<file path="src/rtl/snn_output_fifo_pkg.sv">
// Shared constants for the SNN prediction FIFO: Wishbone register map and
// STATUS/CTRL field positions.
package snn_output_fifo_pkg;

  localparam int unsigned DATA_W  = 32;
  localparam int unsigned DROP_W  = 8;
  localparam int unsigned THR_W   = 8;
  localparam int unsigned GROUP_W = 16;

  // Word offsets on the 2-bit Wishbone address
  localparam logic [1:0] ADR_DATA   = 2'd0;
  localparam logic [1:0] ADR_STATUS = 2'd1;
  localparam logic [1:0] ADR_CTRL   = 2'd2;
  localparam logic [1:0] ADR_GROUP  = 2'd3;

  // STATUS fields (count occupies [AW:0])
  localparam int unsigned ST_EMPTY    = 16;
  localparam int unsigned ST_FULL     = 17;
  localparam int unsigned ST_OVF      = 18;
  localparam int unsigned ST_DROP_LSB = 24;

  // CTRL fields
  localparam int unsigned CTRL_FLUSH   = 0;
  localparam int unsigned CTRL_IRQ_EN  = 1;
  localparam int unsigned CTRL_THR_LSB = 8;

endpackage

</file>
<file path="src/rtl/snn_sync_fifo.sv">
// Synchronous FIFO with registered count/full/empty and a combinational
// head-of-queue read port.
// Ports: clk, rst (sync, active-high), clr (flush), push/din, pop/dout,
//        count (0..DEPTH), full, empty.
module snn_sync_fifo #(
  parameter int unsigned DEPTH = 16,
  parameter int unsigned AW    = 4,
  parameter int unsigned W     = 32
) (
  input  logic          clk,
  input  logic          rst,
  input  logic          clr,
  input  logic          push,
  input  logic [W-1:0]  din,
  input  logic          pop,
  output logic [W-1:0]  dout,
  output logic [AW:0]   count,
  output logic          full,
  output logic          empty
);

  logic [W-1:0]  mem [DEPTH];
  logic [AW-1:0] wr_ptr;
  logic [AW-1:0] rd_ptr;
  logic          do_push;
  logic          do_pop;
  logic [AW:0]   count_next;

  // A push on a full FIFO is accepted only when the head leaves in the same cycle
  assign do_push    = push & (~full | pop);
  assign do_pop     = pop & ~empty;
  assign count_next = count + (AW+1)'(do_push) - (AW+1)'(do_pop);
  assign dout       = mem[rd_ptr];

  // Pointers and occupancy
  always_ff @(posedge clk) begin
    if (rst || clr) begin
      wr_ptr <= '0;
      rd_ptr <= '0;
      count  <= '0;
      full   <= 1'b0;
      empty  <= 1'b1;
    end else begin
      if (do_push) wr_ptr <= wr_ptr + AW'(1);
      if (do_pop)  rd_ptr <= rd_ptr + AW'(1);
      count <= count_next;
      full  <= (count_next == (AW+1)'(DEPTH));
      empty <= (count_next == '0);
    end
  end

  // Storage array, no reset needed
  always_ff @(posedge clk) begin
    if (do_push && !clr) mem[wr_ptr] <= din;
  end

endmodule

</file>
<file path="src/rtl/snn_output_fifo.sv">
// SNN prediction capture: keeps the first output word of every inference
// group, buffers it, and exposes it to the CPU over a Wishbone classic slave.
// Ports: wb_clk/wb_rst (sync, active-high); snn_wr_en/snn_din word input;
//        wb_adr/wb_dat_i/wb_we/wb_cyc/wb_stb -> wb_dat_o/wb_ack (1-cycle);
//        irq level interrupt when enabled and count >= threshold.
module snn_output_fifo
  import snn_output_fifo_pkg::*;
#(
  parameter int unsigned DEPTH     = 16,
  parameter int unsigned AW        = 4,
  parameter int unsigned GROUP_RST = 1
) (
  input  logic              wb_clk,
  input  logic              wb_rst,
  input  logic              snn_wr_en,
  input  logic [DATA_W-1:0] snn_din,
  input  logic [1:0]        wb_adr,
  input  logic [DATA_W-1:0] wb_dat_i,
  input  logic              wb_we,
  input  logic              wb_cyc,
  input  logic              wb_stb,
  output logic [DATA_W-1:0] wb_dat_o,
  output logic              wb_ack,
  output logic              irq
);

  logic [GROUP_W-1:0] group_len;
  logic [GROUP_W-1:0] phase;
  logic               overflow;
  logic [DROP_W-1:0]  drop_cnt;
  logic               irq_en;
  logic [THR_W-1:0]   irq_thr;

  logic [DATA_W-1:0]  fifo_dout;
  logic [AW:0]        fifo_count;
  logic               fifo_full;
  logic               fifo_empty;

  logic               acc_c;
  logic               wr_c;
  logic               rd_c;
  logic               flush_c;
  logic               group_wr_c;
  logic               ctrl_wr_c;
  logic               clear_c;
  logic               pop_c;
  logic               kept_c;
  logic               push_c;
  logic               drop_c;
  logic [GROUP_W-1:0] group_eff_c;
  logic [GROUP_W:0]   phase_inc_c;
  logic [AW:0]        count_next_c;
  logic               irq_en_next_c;
  logic [THR_W-1:0]   irq_thr_next_c;
  logic [DATA_W-1:0]  rd_data_c;
  logic               unused_ok;

  // Bus decode: a new access is taken only while no ack is outstanding
  assign acc_c      = wb_cyc & wb_stb & ~wb_ack;
  assign wr_c       = acc_c & wb_we;
  assign rd_c       = acc_c & ~wb_we;
  assign ctrl_wr_c  = wr_c & (wb_adr == ADR_CTRL);
  assign flush_c    = ctrl_wr_c & wb_dat_i[CTRL_FLUSH];
  assign group_wr_c = wr_c & (wb_adr == ADR_GROUP);
  assign clear_c    = wr_c & (wb_adr == ADR_STATUS) & wb_dat_i[ST_OVF];
  assign pop_c      = rd_c & (wb_adr == ADR_DATA) & ~fifo_empty;

  // Decimation: only phase 0 words survive; a zero length behaves as one
  assign group_eff_c = (group_len == '0) ? GROUP_W'(1) : group_len;
  assign phase_inc_c = {1'b0, phase} + (GROUP_W+1)'(1);
  assign kept_c      = snn_wr_en & (phase == '0) & ~flush_c;
  assign push_c      = kept_c & (~fifo_full | pop_c);
  assign drop_c      = kept_c & fifo_full & ~pop_c;

  // Occupancy and CTRL as they will be after this edge, so irq tracks count with no lag
  assign count_next_c   = flush_c ? '0
                        : fifo_count + (AW+1)'(push_c) - (AW+1)'(pop_c);
  assign irq_en_next_c  = ctrl_wr_c ? wb_dat_i[CTRL_IRQ_EN] : irq_en;
  assign irq_thr_next_c = ctrl_wr_c ? wb_dat_i[CTRL_THR_LSB +: THR_W] : irq_thr;

  assign unused_ok = ^{wb_dat_i[31:19], wb_dat_i[17:16]};

  snn_sync_fifo #(
    .DEPTH (DEPTH),
    .AW    (AW),
    .W     (DATA_W)
  ) u_fifo (
    .clk   (wb_clk),
    .rst   (wb_rst),
    .clr   (flush_c),
    .push  (push_c),
    .din   (snn_din),
    .pop   (pop_c),
    .dout  (fifo_dout),
    .count (fifo_count),
    .full  (fifo_full),
    .empty (fifo_empty)
  );

  // Read mux
  always_comb begin
    rd_data_c = '0;
    case (wb_adr)
      ADR_DATA:   rd_data_c = fifo_empty ? '0 : fifo_dout;
      ADR_STATUS: begin
        rd_data_c[AW:0]                       = fifo_count;
        rd_data_c[ST_EMPTY]                   = fifo_empty;
        rd_data_c[ST_FULL]                    = fifo_full;
        rd_data_c[ST_OVF]                     = overflow;
        rd_data_c[ST_DROP_LSB +: DROP_W]      = drop_cnt;
      end
      ADR_CTRL: begin
        rd_data_c[CTRL_IRQ_EN]                = irq_en;
        rd_data_c[CTRL_THR_LSB +: THR_W]      = irq_thr;
      end
      ADR_GROUP:  rd_data_c[GROUP_W-1:0]      = group_len;
      default:    rd_data_c = '0;
    endcase
  end

  // Bus response
  always_ff @(posedge wb_clk) begin
    if (wb_rst) begin
      wb_ack   <= 1'b0;
      wb_dat_o <= '0;
    end else begin
      wb_ack <= acc_c;
      if (acc_c) wb_dat_o <= rd_data_c;
    end
  end

  // Control registers, decimation phase and overflow tracking
  always_ff @(posedge wb_clk) begin
    if (wb_rst) begin
      group_len <= GROUP_W'(GROUP_RST);
      phase     <= '0;
      overflow  <= 1'b0;
      drop_cnt  <= '0;
      irq_en    <= 1'b0;
      irq_thr   <= THR_W'(1);
      irq       <= 1'b0;
    end else begin
      irq_en  <= irq_en_next_c;
      irq_thr <= irq_thr_next_c;
      irq     <= irq_en_next_c & (GROUP_W'(count_next_c) >= GROUP_W'(irq_thr_next_c));

      if (group_wr_c) group_len <= wb_dat_i[GROUP_W-1:0];

      if (flush_c || group_wr_c) begin
        phase <= '0;
      end else if (snn_wr_en) begin
        phase <= (phase_inc_c >= {1'b0, group_eff_c}) ? '0 : phase_inc_c[GROUP_W-1:0];
      end

      if (drop_c) begin
        overflow <= 1'b1;
        if (drop_cnt != '1) drop_cnt <= drop_cnt + DROP_W'(1);
      end
      if (flush_c || clear_c) begin
        overflow <= 1'b0;
        drop_cnt <= '0;
      end
    end
  end

endmodule

</file>
<file path="config.mk">
export PLATFORM = sky130hd
export DESIGN_NAME = snn_output_fifo
export DESIGN_NICKNAME = d
export VERILOG_FILES = /design/src/rtl/snn_output_fifo_pkg.sv /design/src/rtl/snn_sync_fifo.sv /design/src/rtl/snn_output_fifo.sv
export SDC_FILE = /design/constraint.sdc
export NUM_CORES = 1
export LEC_CHECK = 0
export CAP_MARGIN = 20
export CORE_MARGIN = 2
export CORE_UTILIZATION = 60
export CTS_CLUSTER_DIAMETER = 200
export DETAILED_ROUTE_END_ITERATION = 10
export PLACE_DENSITY = 0.82
export SLEW_MARGIN = 20
export SYNTH_ARGS = -nofsm -noshare
export SYNTH_HDL_FRONTEND = slang
export SYNTH_SLANG_ARGS = --single-unit
</file>
<file path="constraint.sdc">
create_clock -name wb_clk -period 5.4 [get_ports wb_clk]
set_input_delay 0.81 -clock wb_clk [delete_from_list [all_inputs] [get_ports wb_clk]]
set_output_delay 0.81 -clock wb_clk [all_outputs]
set_load 0.03 [all_outputs]
</file>
==> impl_metrics.env <==
export IMPL_drv_cap=0
export IMPL_hold_class="reg -> reg"
export IMPL_clkLatencyLatePin_ns=0.61
export IMPL_synth_top_area_cell="edfxtp_1"
export IMPL_core_area_mm2=0.04055
export IMPL_dieArea_mm2=0.04246
export IMPL_vdd_drop_max_uv=228.4
export IMPL_fin_crit_ns=3.998
export IMPL_synth_area_per_cell_um2=18.00
export IMPL_netlist_area_mm2=0.02449
export IMPL_post_route_period_util=0.7405
export IMPL_setup_worst_path_end_class="flop"
export IMPL_grt_pass1_vias=13560
export IMPL_post_cts_buffers=0
export IMPL_io_buffers=90
export IMPL_report_final_slew_viol_count=0
export IMPL_dp_cells=1947
export IMPL_fin_tns_setup_ns=0
export IMPL_synth_top_area_frac=0.6277
export IMPL_die_w_um=206.1
export IMPL_required_ns=5.89
export IMPL_rsz0062_at_grt="false"
export IMPL_grt_max_degree=56
export IMPL_fin_skew_ns=0.01376
export IMPL_pre_cts_ws_ns=0.8078
export IMPL_status="completed"
export IMPL_drive_gt1_frac=0.2024
export IMPL_dr_pass1_iters=7
export IMPL_dpl_hpwl_um=32260
export IMPL_startpoint_type="input port"
export IMPL_power_density_mw_per_mm2=375.8
export IMPL_cts_sinks=615
export IMPL_hold_slack_ns=0.4526
export IMPL_pin_count=106
export IMPL_grt_util_met2=0.4748
export IMPL_max_clock_freq_mhz=250.1
export IMPL_grt_usage=0.2804
export IMPL_grt_first_pass_wirelength_um=86100
export IMPL_use_met1=0.3718
export IMPL_cts_resized=0
export IMPL_leakage_nw=8.898
export IMPL_drtIter0Drc=1498
export IMPL_syn_nets=1475
export IMPL_die_y_um=206.1
export IMPL_root_buffer="clkbuf_16"
export IMPL_vias=13510
export IMPL_synthCells=1361
export IMPL_cts_tree="done"
export IMPL_setup_viol=0
export IMPL_synthTopCellsByArea="edfxtp_1 (63%), mux4_2 (14%), dfxtp_1 (8.4%)"
export IMPL_ys_flop_type="edfxtp_1"
export IMPL_clkTransAtPathRegs_ns=0.07
export IMPL_drc=0
export IMPL_antenna_found_initial=1
export IMPL_crit_type="in -> reg"
export IMPL_ant_nets=0
export IMPL_route_detailed_wl_per_inst_um=28.35
export IMPL_async_flop_share=0
export IMPL_synth_edff_count=512
export IMPL_initial_core_util=0.6040
export IMPL_slew_headroom=0.3980
export IMPL_finalNetCount=1589
export IMPL_via_per_inst=6.573
export IMPL_fin_ws_ns=1.402
export IMPL_ys_seq_area_frac=0.7119
export IMPL_arrival_ns=4.49
export IMPL_htreeDepth=2
export IMPL_clk_path_buf_depth=3
export IMPL_met3_usage=0.04746
export IMPL_worst_slew_pin_slew_ns=0.8961
export IMPL_cp_max_fo=11
export IMPL_ctsHoldBuffers=0
export IMPL_synth_seq_cells=615
export IMPL_grt_busiest_layer="met2"
export IMPL_rows=74
export IMPL_area_growth_synth_to_final_pct=14.79
export IMPL_ys_types=50
export IMPL_gp_congestion=0.8593
export IMPL_final_instance_count_excl_fill=2055
export IMPL_gr_total_overflow=0
export IMPL_numCtsBuffers=57
export IMPL_dpl_instance_area_mm2=0.02618
export IMPL_wl_um=58260
export IMPL_fin_area_mm2=0.02812
export IMPL_synth_warnings=0
export IMPL_final_hold_violation_count=0
-- power breakdown --
part           internal (mW)  total [mW]  switching, mW
combinational          0.431        1.06          0.629
sequential              5.33        5.41         0.0863
clock                   2.39        4.09           1.71
-- area by class of cell --
type                    count  area [um^2]
inverters                  37        138.9
clock inverters            34        369.1
multi-input cells         637         6703
clock buffers              72         1534
well taps                 532        665.6
diodes                      1        2.502
fillers                  2385        12440
flip-flops and latches    615        17450
repair buffers            127         1256
-- kinds of logic after synthesis --
kind of cell    count (synthesis)  share of synthesized area
xor+xnor                       30                    0.01073
simple gates                  255                    0.04909
fa+ha+maj                      42                    0.02207
mux                           170                     0.1487
flops                         615                     0.7119
compound gates                140                    0.03831
buf+inv                       109                    0.01926
-- per-layer routing --
layer,up-vias,share of wire
li1,5666,-
met1,6974,0.38
met2,747,0.51
met3,119,0.074
met4,2,0.030
met5,-,0.00019
-- worst paths after layout --
kind	from	to	slack [ns]	cells past startpoint
worst min register to register	wb_dat_o[12]	wb_dat_o[12]	0.45	2
worst max-delay path	wb_adr[0]	irq	1.40	16
worst max register to register	phase[0]	phase[15]	1.60	12
worst min-delay path	wb_dat_o[12]	wb_dat_o[12]	0.45	2
-- cells in the mapped netlist, drive strengths merged (2+ instances only) --
master	number
nor4b	3
ha	40
nand2	69
o211ai	3
clkbuf	43
nor4	11
nand2b	5
a211oi	18
a222oi	9
and2	4
a21oi	43
o22ai	4
nand3b	2
dfxtp	103
mux4	155
inv	37
xor2	11
or2	5
nand4	11
nor3	19
o21ai	14
nor2	89
a21o	10
xnor2	19
mux2i	14
nand3	16
and4	2
a31oi	5
buf	29
and3	3
a32oi	12
edfxtp	512
fa	2
nor2b	11
a22oi	20
-- stage by stage --
step	utilization	total power [mW]
after floorplan	-	6.128
after CTS	0.6925	10.59
after global placement	0.6456	6.469
after global routing	0.6933	10.85
final	0.6934	10.57
after detailed placement	0.6456	6.506
-- sequential cells by signal, summed over array words and instances (netlist names), 4 cells and up, named ones only --
| register | count |
|---|---|
| drop_cnt | 8 |
| irq_thr | 8 |
| u_fifo.count | 5 |
| group_len | 16 |
| u_fifo.wr_ptr | 4 |
| u_fifo.mem | 512 |
| wb_dat_o | 32 |
| u_fifo.rd_ptr | 4 |
| phase | 16 |
-- cell usage in the layout (no fill, tap or decap), drive strengths merged, types with 9 or more instances in the layout --
cell	synthesis	routed
a211oi	18	18
a21o	10	10
a21oi	43	43
a222oi	9	9
a22oi	20	20
a32oi	12	12
buf	29	38
clkbuf	43	72
clkdlybuf4s50	0	89
clkinv	0	25
dfxtp	103	103
edfxtp	512	512
ha	40	40
inv	37	37
mux2i	14	14
mux4	155	155
nand2	69	69
nand3	16	16
nand4	11	11
nor2	89	89
nor2b	11	11
nor3	19	19
nor4	11	11
o21ai	14	14
xnor2	19	19
xor2	11	11
-- worst max-delay path, stage by stage --
cell and delay (ns):
clkdlybuf4s50_1 0.46, inv_1 0.12, ha_1 0.41, nand3_1 0.16
nor2_1 0.44, nor3_2 0.10, buf_4 0.19, ha_1 0.23
fa_1 0.40, a21o_1 0.20, a21oi_1 0.22, xnor2_1 0.17
nor2_1 0.08, ha_1 0.31, a21oi_1 0.13, nor4_1 0.06
(Power assumes the default switching activity.)
